### src/rtl/uart_receiver.sv
// UART receive path: synchronizes the serial line, qualifies the start bit, samples
// data LSB first at mid-bit, checks optional parity and the stop bit, then reports the word.
module uart_receiver #(
    parameter int DATA_WIDTH = 8,
    parameter int OVERSAMPLE = 16
) (
    input  logic                  clk,
    input  logic                  reset_n,
    input  logic                  rx_en_i,
    input  logic                  rx_i,
    input  logic                  tick_i,
    input  logic                  parity_en_i,
    input  logic                  parity_odd_i,
    output logic [DATA_WIDTH-1:0] rx_data_o,
    output logic                  rx_valid_o,
    output logic                  parity_err_o,
    output logic                  frame_err_o,
    output logic                  rx_busy_o
);

    localparam int TCNT_W = $clog2(OVERSAMPLE);
    localparam int BCNT_W = $clog2(DATA_WIDTH);
    localparam logic [TCNT_W-1:0] T_MID  = TCNT_W'(OVERSAMPLE / 2 - 1);
    localparam logic [TCNT_W-1:0] T_END  = TCNT_W'(OVERSAMPLE - 1);
    localparam logic [BCNT_W-1:0] B_LAST = BCNT_W'(DATA_WIDTH - 1);

    typedef enum logic [2:0] {
        IDLE   = 3'd0,
        START  = 3'd1,
        DATA   = 3'd2,
        PARITY = 3'd3,
        STOP   = 3'd4,
        DONE   = 3'd5
    } state_t;

    state_t state, state_nxt;

    logic                  rx_m, rx_s, rx_d;
    logic [TCNT_W-1:0]     tcnt;
    logic [BCNT_W-1:0]     bcnt;
    logic [DATA_WIDTH-1:0] shift_q;
    logic                  acc_q;
    logic                  par_en_q, par_odd_q;
    logic                  pend_perr_q;
    logic                  fall_edge, tick_mid, tick_end;
    logic                  sample_data, deliver;

    // Two-flop synchronizer plus one delayed copy for falling-edge detection
    always_ff @(posedge clk) begin
        if (!reset_n) begin
            rx_m <= 1'b1;
            rx_s <= 1'b1;
            rx_d <= 1'b1;
        end else begin
            rx_m <= rx_i;
            rx_s <= rx_m;
            rx_d <= rx_s;
        end
    end

    assign fall_edge = rx_d & ~rx_s;
    assign tick_mid  = tick_i && (tcnt == T_MID);
    assign tick_end  = tick_i && (tcnt == T_END);
    assign rx_busy_o = (state != IDLE);

    always_ff @(posedge clk) begin
        if (!reset_n) state <= IDLE;
        else          state <= state_nxt;
    end

    always_comb begin
        state_nxt   = state;
        sample_data = 1'b0;
        deliver     = 1'b0;
        if (!rx_en_i) begin
            state_nxt = IDLE;
        end else begin
            case (state)
                IDLE:   if (fall_edge) state_nxt = START;
                START:  if (tick_mid) state_nxt = rx_s ? IDLE : DATA;
                DATA: begin
                    if (tick_end) begin
                        sample_data = 1'b1;
                        if (bcnt == B_LAST) state_nxt = par_en_q ? PARITY : STOP;
                    end
                end
                PARITY: if (tick_end) state_nxt = STOP;
                STOP: begin
                    if (tick_end) begin
                        deliver   = 1'b1;
                        state_nxt = DONE;
                    end
                end
                DONE:    state_nxt = IDLE;
                default: state_nxt = IDLE;
            endcase
        end
    end

    // Counters, latched frame config, parity tracking and the result registers
    always_ff @(posedge clk) begin
        if (!reset_n) begin
            tcnt         <= '0;
            bcnt         <= '0;
            acc_q        <= 1'b0;
            par_en_q     <= 1'b0;
            par_odd_q    <= 1'b0;
            pend_perr_q  <= 1'b0;
            rx_data_o    <= '0;
            rx_valid_o   <= 1'b0;
            parity_err_o <= 1'b0;
            frame_err_o  <= 1'b0;
        end else begin
            rx_valid_o <= deliver;
            if (!rx_en_i || state == IDLE || state == DONE) begin
                tcnt        <= '0;
                bcnt        <= '0;
                acc_q       <= 1'b0;
                pend_perr_q <= 1'b0;
                if (rx_en_i && state == IDLE && fall_edge) begin
                    par_en_q  <= parity_en_i;
                    par_odd_q <= parity_odd_i;
                end
            end else if (tick_i) begin
                if (state == START) tcnt <= tick_mid ? '0 : tcnt + 1'b1;
                else                tcnt <= tick_end ? '0 : tcnt + 1'b1;
                if (sample_data) begin
                    bcnt  <= bcnt + 1'b1;
                    acc_q <= acc_q ^ rx_s;
                end
                if (state == PARITY && tick_end)
                    pend_perr_q <= (rx_s != (acc_q ^ par_odd_q));
            end
            if (deliver) begin
                rx_data_o    <= shift_q;
                parity_err_o <= pend_perr_q;
                frame_err_o  <= ~rx_s;
            end
        end
    end

    // Data shift register: bits enter at the MSB so the first bit ends at the LSB
    always_ff @(posedge clk) begin
        if (!rx_en_i || state == IDLE)
            shift_q <= '0;
        else if (sample_data)
            shift_q <= {rx_s, shift_q[DATA_WIDTH-1:1]};
    end

endmodule

### config.mk
export PLATFORM = sky130hd
export DESIGN_NAME = uart_receiver
export DESIGN_NICKNAME = d
export VERILOG_FILES = /design/src/rtl/uart_receiver.sv
export SDC_FILE = /design/constraint.sdc
export NUM_CORES = 1
export LEC_CHECK = 0
export CAP_MARGIN = 10
export CORE_MARGIN = 4
export CORE_UTILIZATION = 35
export CTS_CLUSTER_SIZE = 14
export DETAILED_ROUTE_END_ITERATION = 10
export HOLD_SLACK_MARGIN = 0.06
export PLACE_DENSITY = 0.65
export SETUP_SLACK_MARGIN = 0.2
export SLEW_MARGIN = 20
export SYNTH_ARGS = -nofsm -noshare
export SYNTH_HDL_FRONTEND = slang
export SYNTH_SLANG_ARGS = --single-unit
### constraint.sdc
create_clock -name clk -period 1.55 [get_ports clk]
set_input_delay 0.155 -clock clk [delete_from_list [all_inputs] [get_ports clk]]
set_output_delay 0.155 -clock clk [all_outputs]
set_load 0.1 [all_outputs]
# == Word-level counts from Yosys, hierarchy flattened ==
# Cells that the tools add are included.
# word_totals
reg_bits,36
input_bits,7
output_inout_bits,12
wordCells,70
# op_classes
n_addsub,2
n_eq_ne,15
mux,17
bitwise,5
n_reduce_logical,16
# op_table
cell,n
3-bit two-way mux,7
3-bit case mux with 5 select lines,1
4-bit two-way mux,3
2-bit != test (second input constant),6
3-bit == test (second input constant),3
2-bit AND reduction,4
3-bit by 2-bit == test with 1-bit output (second input constant),2
6-bit AND reduction,1
1-bit logical AND,5
1-bit two-way mux,5
4-bit by 1-bit adder with 4-bit output (second input constant),1
4-bit by 3-bit == test with 1-bit output (second input constant),1
4-bit == test (second input constant),1
3-bit by 1-bit adder with 3-bit output (second input constant),1
3-bit by 1-bit == test with 1-bit output (second input constant),1
3-bit logical NOT,1
3-bit nonzero test,1
1-bit logical OR,2
2-bit two-way mux,1
1-bit inverter,2
2-bit OR reduction,1
1-bit XOR,2
1-bit AND,1
1-bit logical NOT,1
1-bit != test,1

# == Longest topological paths before layout ==
# logic_depth
depth_word,6
ltp_mapped,7
ltp_nobuf,5

# == Worst setup path before layout ==
# Ideal clock, no wire load.
# synth_timing
kind,register to register
startpoint,reg state[2]
endpoint,reg par_en_q
setup_ns,0.128
arrival_ns,1.828
t_required_ns,1.422
setup_slack_ns,-0.406
path_stages_with_launch,6
synth_period_minus_slack_ns,1.956
path_cell_list,dfxtp_1 -> buf_2 -> or3_1 -> nor2_1 -> mux2i_1 -> nor2_1
# synth_between
elab_chain_len,4
# synth_lines
item,line,text
from (decl),36,"state_t state, state_nxt;"
from (signal assigned),68,else state <= state_nxt;
3-bit logical NOT,"115, 120",
1-bit logical OR / 1-bit logical AND (equally long branches) (2 in series),"115, 120",
2-bit AND reduction (no source line) (*),n/a,
to (signal assigned),121,par_en_q <= parity_en_i;
to (decl),43,"logic par_en_q, par_odd_q;"
# Mark *: on every way between the ends. The rest lies on a longest branch, timed or not.
# A chain may end at the register's enable or synchronous reset.

# == Worst setup path after layout ==
# layout_timing
startpoint,reg state[0]
endpoint,reg state[1]
# layout_between
elab_chain_len,3
# layout_lines
item,line,text
"3-bit by 2-bit == test with 1-bit output, or another cell as far along",78,case (state)
2-bit != test (no source line),n/a,
6-bit AND reduction (no source line),n/a,
# Parallel ways exist; a longest one is shown, timed or not.

==> flow_summary.ini <==
[status]
status = finished, final reports clean

[timing]
rsz0062_at_grt = yes
skew_ns = 0.00627
report.final.setup_viol = 0
maxSlewViolCount = 0
max_slew_margin_pct = 72.4
worst_slack_ns = 0.0236
holdWs_ns = 0.430
min_period_over_period_pct = 98.5
finalHoldViolations = 0
tightestPinTransition_ns = 0.414
period_needed_ns = 1.53
max_freq_mhz = 655

[critical_path]
critPathLaunchType = flop
cp.required_ns = 1.74
path_max_fanout = 12
end_kind = flop
critPathKind = reg -> reg
critical_path.cell_chain = nor3b_1, o2111ai_2, a22o_1, o31ai_2
timing.rr.end = state[1]
regToRegSetupSlack_ns = 0.02
r2r_start = state[0]
crit_buf_inv = 0
arrival_ns = 1.72
cpPeakStageDelay_ns = 0.47
cpMaxStageDelayCell = dfxtp_2
rr_worst_depth = 4
cp_top_family = compound AO/OA/AOI/OAI gates

[pwr]
power_frac_comb_pct = 4.6
switching_share_pct = 20.3
power_frac_seq_pct = 51.4
power_switching_mw = 0.370
peakVddDrop_mv = 0.508
power_frac_clock_pct = 43.9
p_leak_nw = 0.955
p_per_area_nw_per_um2 = 834
p_total_mw = 1.82
internal-power_mw = 1.45

[layout]
drive_above_1_share_pct = 27.7
final-seq-area_um2 = 727
multiInputGateArea_um2 = 811
final_nets = 204
fill_cells = 386
diodes = 0
layoutNonFillerInstCount = 245
syn_to_final_growth_pct = 41.3
fin_area_um2 = 2180

[grt]
grt_pass1_vias = 1197
overflow = 0
grt_usage_pct = 12.6
antenna_found_initial = 0
grt_pass1_wl_um = 5390
grt_max_degree = 14

[die]
start_util_pct = 37.3
die_h_um = 74.4
io_pins = 19
fp-row-count = 23
core_um2 = 4140
fp.dieW_um = 74.4
die-area_um2 = 5540

[drt]
drt-total-wl_um = 3250
drt_iter0_drc = 56
ant_nets = 0
viasPerCell = 4.98
post_drt_wl_per_cell_um = 13.2
route.vias.total = 1219
drc = 0
detail_route.first_pass.iterations = 4

[synth]
synth_area_um2 = 1540
synthFlopType = dfxtp_1
synth_common_cells = dfxtp_1, nor2_1, mux2i_1, nand2_1
synth_cell_types = 34
synth-compound-area-share_pct = 7.37
synthXorXnorAreaFrac_pct = 4.54
syn_avg_cell_area_um2 = 9.71
synthTopCellsByArea = dfxtp_1, mux2i_1, nor2_1
synthAdderAreaFrac_pct = 2.43
synth_top_family_by_area = simple AND/OR/NAND/NOR gates
yosys_warnings = 0
synth_fp_nets = 169
synthCells = 159
seq_area_frac_synth_pct = 46.7
synth_edf_count = 0
synth_top_cell_area_share_pct = 46.7
yosysTopAreaCell = dfxtp_1
ys_seq_elements = 36
synth_async_sr_flop_share_pct = 0
synth_simple_gate_area_share_pct = 19.4
synth_mux_area_share_pct = 14.9
yosysMostFrequentCell = dfxtp_1

[min_path]
min_to = rx_s
hp-class = reg -> reg
whs_path_depth = 1
min_from = rx_m

[placed_design]
place_area_um2 = 1960
io_buffers = 18
post-place-ws_ns = -0.125
place.gp.congestion = 0.923
dp_hpwl_um = 2230
dp_cells = 227

[clock_network]
h-tree-depth = 2
root_buffer = clkbuf_8
clkTransAtPathRegs_ns = 0.07
numCtsBuffers = 5
insertion_delay_ns = 0.28
cts_sinks = 36
cts_hold_buffers = 0
clk_path_buf_depth = 2
cts_tree = yes

[job]
maxCapViolCount = 0
logic make-up after synthesis:
group / after synthesis
fa+ha+maj: 3
compound gates: 14
xor+xnor: 8
simple gates: 62
mux: 23
flops: 36
buf+inv: 13
layer usage:
layer | vias to the layer above | routed length [µm] | global-route usage, %
li1 | 615 | - | -
met5 | - | 0 | 0
met1 | 570 | 1490 | 16.0
met3 | 5 | 134 | 2.70
met2 | 29 | 1570 | 19.8
met4 | 0 | 51 | 6.72
power groups by stage:
stage	registers, mW	clock network, mW	logic (mW)
6_report	0.936	0.799	0.0837
5_1_grt	0.936	0.866	0.0898
2_1_floorplan	0.954	0	0.0482
4_1_cts	0.935	0.816	0.0808
3_3_place_gp	0.956	0	0.0795
3_5_place_dp	0.957	0	0.0802
flip-flops by register name, indices dropped and copies added (netlist names), 3 cells and up:
name	count
tcnt	4
state	3
rx_data_o	8
bcnt	3
shift_q	8
stage by stage:
step                      utilization (%)  TNS, ns
after floorplan                         -        0
after global placement               47.3   -0.336
after detailed placement             47.3   -0.757
after CTS                            51.4        0
after global routing                 52.7  -0.0795
final                                52.7        0
layout make-up:
cell class	instances	area share [%]
inverters	5	0.860
multi-input cells	110	37.2
well taps	50	2.87
clock buffers	6	3.33
clock inverters	2	1.61
flip-flops and latches	36	33.3
repair buffers	36	20.9
repair_timing:
item,4_1_cts,5_1_grt
resized for setup,4,9
gates cloned,1,0
endpoints found under the setup margin,27,29
pin swaps,1,5
setup buffers,6,3
how the worst max path moves through the flow:
stage / from / to / cells past startpoint
2_1_floorplan: state[0] / par_en_q / 5
3_3_place_gp: tick_i / frame_err_o / 6
3_5_place_dp: tick_i / frame_err_o / 6
4_1_cts: state[1] / rx_busy_o / 2
5_1_grt: state[0] / state[1] / 4
6_report: state[0] / state[1] / 4
cells in the final DEF, fill, tap and decap left out, types with 2 or more instances in the layout:
master	n
a21oi_1	2
a22o_1	3
buf_12	13
buf_4	15
buf_6	2
clkbuf_8	5
clkdlybuf4s50_1	6
dfxtp_1	31
dfxtp_2	5
inv_1	5
mux2i_1	23
nand2_1	7
nand2b_1	4
nand3_1	3
nand4_1	4
nor2_1	30
xnor2_1	3
xor2_1	5
Note: power is estimated with default switching activity, not from simulation.
==> RTL edit, RTL diff (config.mk and constraints unchanged) <==
`DATA_WIDTH`: 8 -> 16.
--- a/src/rtl/uart_receiver.sv
+++ b/src/rtl/uart_receiver.sv
@@ -2,5 +2,5 @@
 // data LSB first at mid-bit, checks optional parity and the stop bit, then reports the word.
 module uart_receiver #(
-    parameter int DATA_WIDTH = 8,
+    parameter int DATA_WIDTH = 16,
     parameter int OVERSAMPLE = 16
 ) (
Interface: changed (resized rx_data_o); port bits go from 19 to 27. The function was not compared with the original's and may differ.
==> RTL edit against the unedited design <==
- the flow now finishes with violations (setup timing)
- cell area up 54%
- power up 24%
- area after synthesis up 43%
- register-to-register slack worse by 0.03 ns
- non-clock buffer count up 21
- die area up 38%
- worst setup slack worse by 0.046 ns
- wire length up 45%
- sequential cell count up 17
- critical path type is now reg -> out
- largest power group unchanged
==> RTL edit: results (changes against the unedited design) <==
* Run status: complete, but fails checks (was completed)
* Failing checks: setup timing
* DR WL/cell at 12.9 um (was 13.2 um)
* CP max-delay cell: or3_4 (was dfxtp_2)
* Setup violators final at 10 (was 0)
* Met3 Use GR at 3.29% (was 2.70%)
* DR WL met2 at 2.39 mm (was 1.57 mm)
* Final WS setup at -0.0223 ns (was 0.0236 ns)
* Leakage at 1.32 nW (was 0.955 nW)
* Ranking of synthesized cells by instance count: dfxtp_1 (53), nand2_1 (35), nor2_1 (33), mux2i_1 (23), a21oi_1 (19) (was dfxtp_1 (36), nor2_1 (31), mux2i_1 (23), nand2_1 (8))
* Total Wirelength at 4.71 mm (was 3.25 mm)
* Switching share of power at 23.1% (was 20.3%)
* Min-Delay Endpoint: rx_m$_SDFF_PN1_ (was rx_s$_SDFF_PN1_)
* Synth unique cells at 45 (was 34)
* WL met3 at 161 um (was 134 um)
* Register-to-register setup slack at -0.01 ns (was 0.02 ns)
* CP endpoint kind: output port (was flop)
* Worst Setup SP: state[1]$_SDFFE_PN0P_ (was state[0]$_SDFFE_PN0P_)
* CP endpoint: rx_busy_o (was state[1]$_SDFFE_PN0P_)
* GR Util All Layers at 12.9% (was 12.6%)
* Placed insts at 347 (was 227)
* R2R Path End: shift_q[7]$_SDFFE_PP0P_ (was state[1]$_SDFFE_PN0P_)
* Data arrival, critical path at 1.42 ns (was 1.72 ns)
* Worst R2R Start: tcnt[1]$_SDFFE_PP0P_ (was state[0]$_SDFFE_PN0P_)
* Crit-path max cell delay at 0.37 ns (was 0.47 ns)
* Syn_nets at 246 (was 169)
* Post-layout nets at 297 (was 204)
* DP Wirelength at 3.11 mm (was 2.23 mm)
* Cells taking the most area after synthesis: dfxtp_1 (48%), mux2i_1 (10%), nand2_1 (5.9%) (was dfxtp_1 (47%), mux2i_1 (15%), nor2_1 (7.5%))
* Worst clock skew at 0.00527 ns (was 0.00627 ns)
* Syn Inst Count at 237 (was 159)
* Final TNS setup at -0.0788 ns (was 0 ns)
* Placer congestion estimate at 0.885 (was 0.923)
* R2R cell count at 6 (was 4)
* Met1 wire length at 2.08 mm (was 1.49 mm)
RTL edit: changes by cell type in the layout (fill, tap and decap cells not counted), sizes merged, moves of 3 or more:
cell	change
nand4	+3
buf	+20
nor4	+3
nand2	+29
a22o	-3
dfxtp	+17
a21oi	+17
nand3	-3
RTL edit: area by class of cell:
class	instances	area, um^2
Timing Repair Buffer	57	782
Sequential cell	53	1070
Fill cell	542	2680
Inverter	4	15.0
Multi-Input combinational cell	167	1290
Tap cell	75	93.8
Clock buffer	5	68.8
Clock inverter	3	22.5
RTL edit: power groups by stage:
stage | Sequential (mW) | Clock [mW] | Combinational, mW
after global routing | 1.37 | 0.879 | 0.108
final | 1.37 | 0.787 | 0.101
after global placement | 1.40 | 0 | 0.0939
after CTS | 1.37 | 0.822 | 0.0972
after floorplan | 1.40 | 0 | 0.0449
after detailed placement | 1.40 | 0 | 0.0942
RTL edit: timing repair:
item,CTS,global route
endpoints found under the setup margin,49,50
resized for setup,29,36
setup buffers,7,1
cloned,0,1
pin swaps,14,9
RTL edit: metrics by stage:
| step | worst slack (ns) | util (%) | power, mW | area, um^2 |
|---|---|---|---|---|
| final | -0.0223 | 55.6 | 2.25 | 3350 |
| after global routing | -0.0963 | 55.6 | 2.35 | 3350 |
| after CTS | -0.0246 | 52.4 | 2.29 | 3160 |
| after detailed placement | -0.150 | 48.6 | 1.49 | 2930 |
| after global placement | -0.136 | 48.6 | 1.49 | 2930 |
| after floorplan | -0.0350 | - | 1.45 | 2300 |
RTL edit: cells by family after synthesis:
logic type      share of synthesized area (%)
buf+inv                                  4.91
flops                                    47.9
mux                                      10.4
fa+ha+maj                                1.13
xor+xnor                                 3.95
simple gates                             23.2
compound gates                           8.48
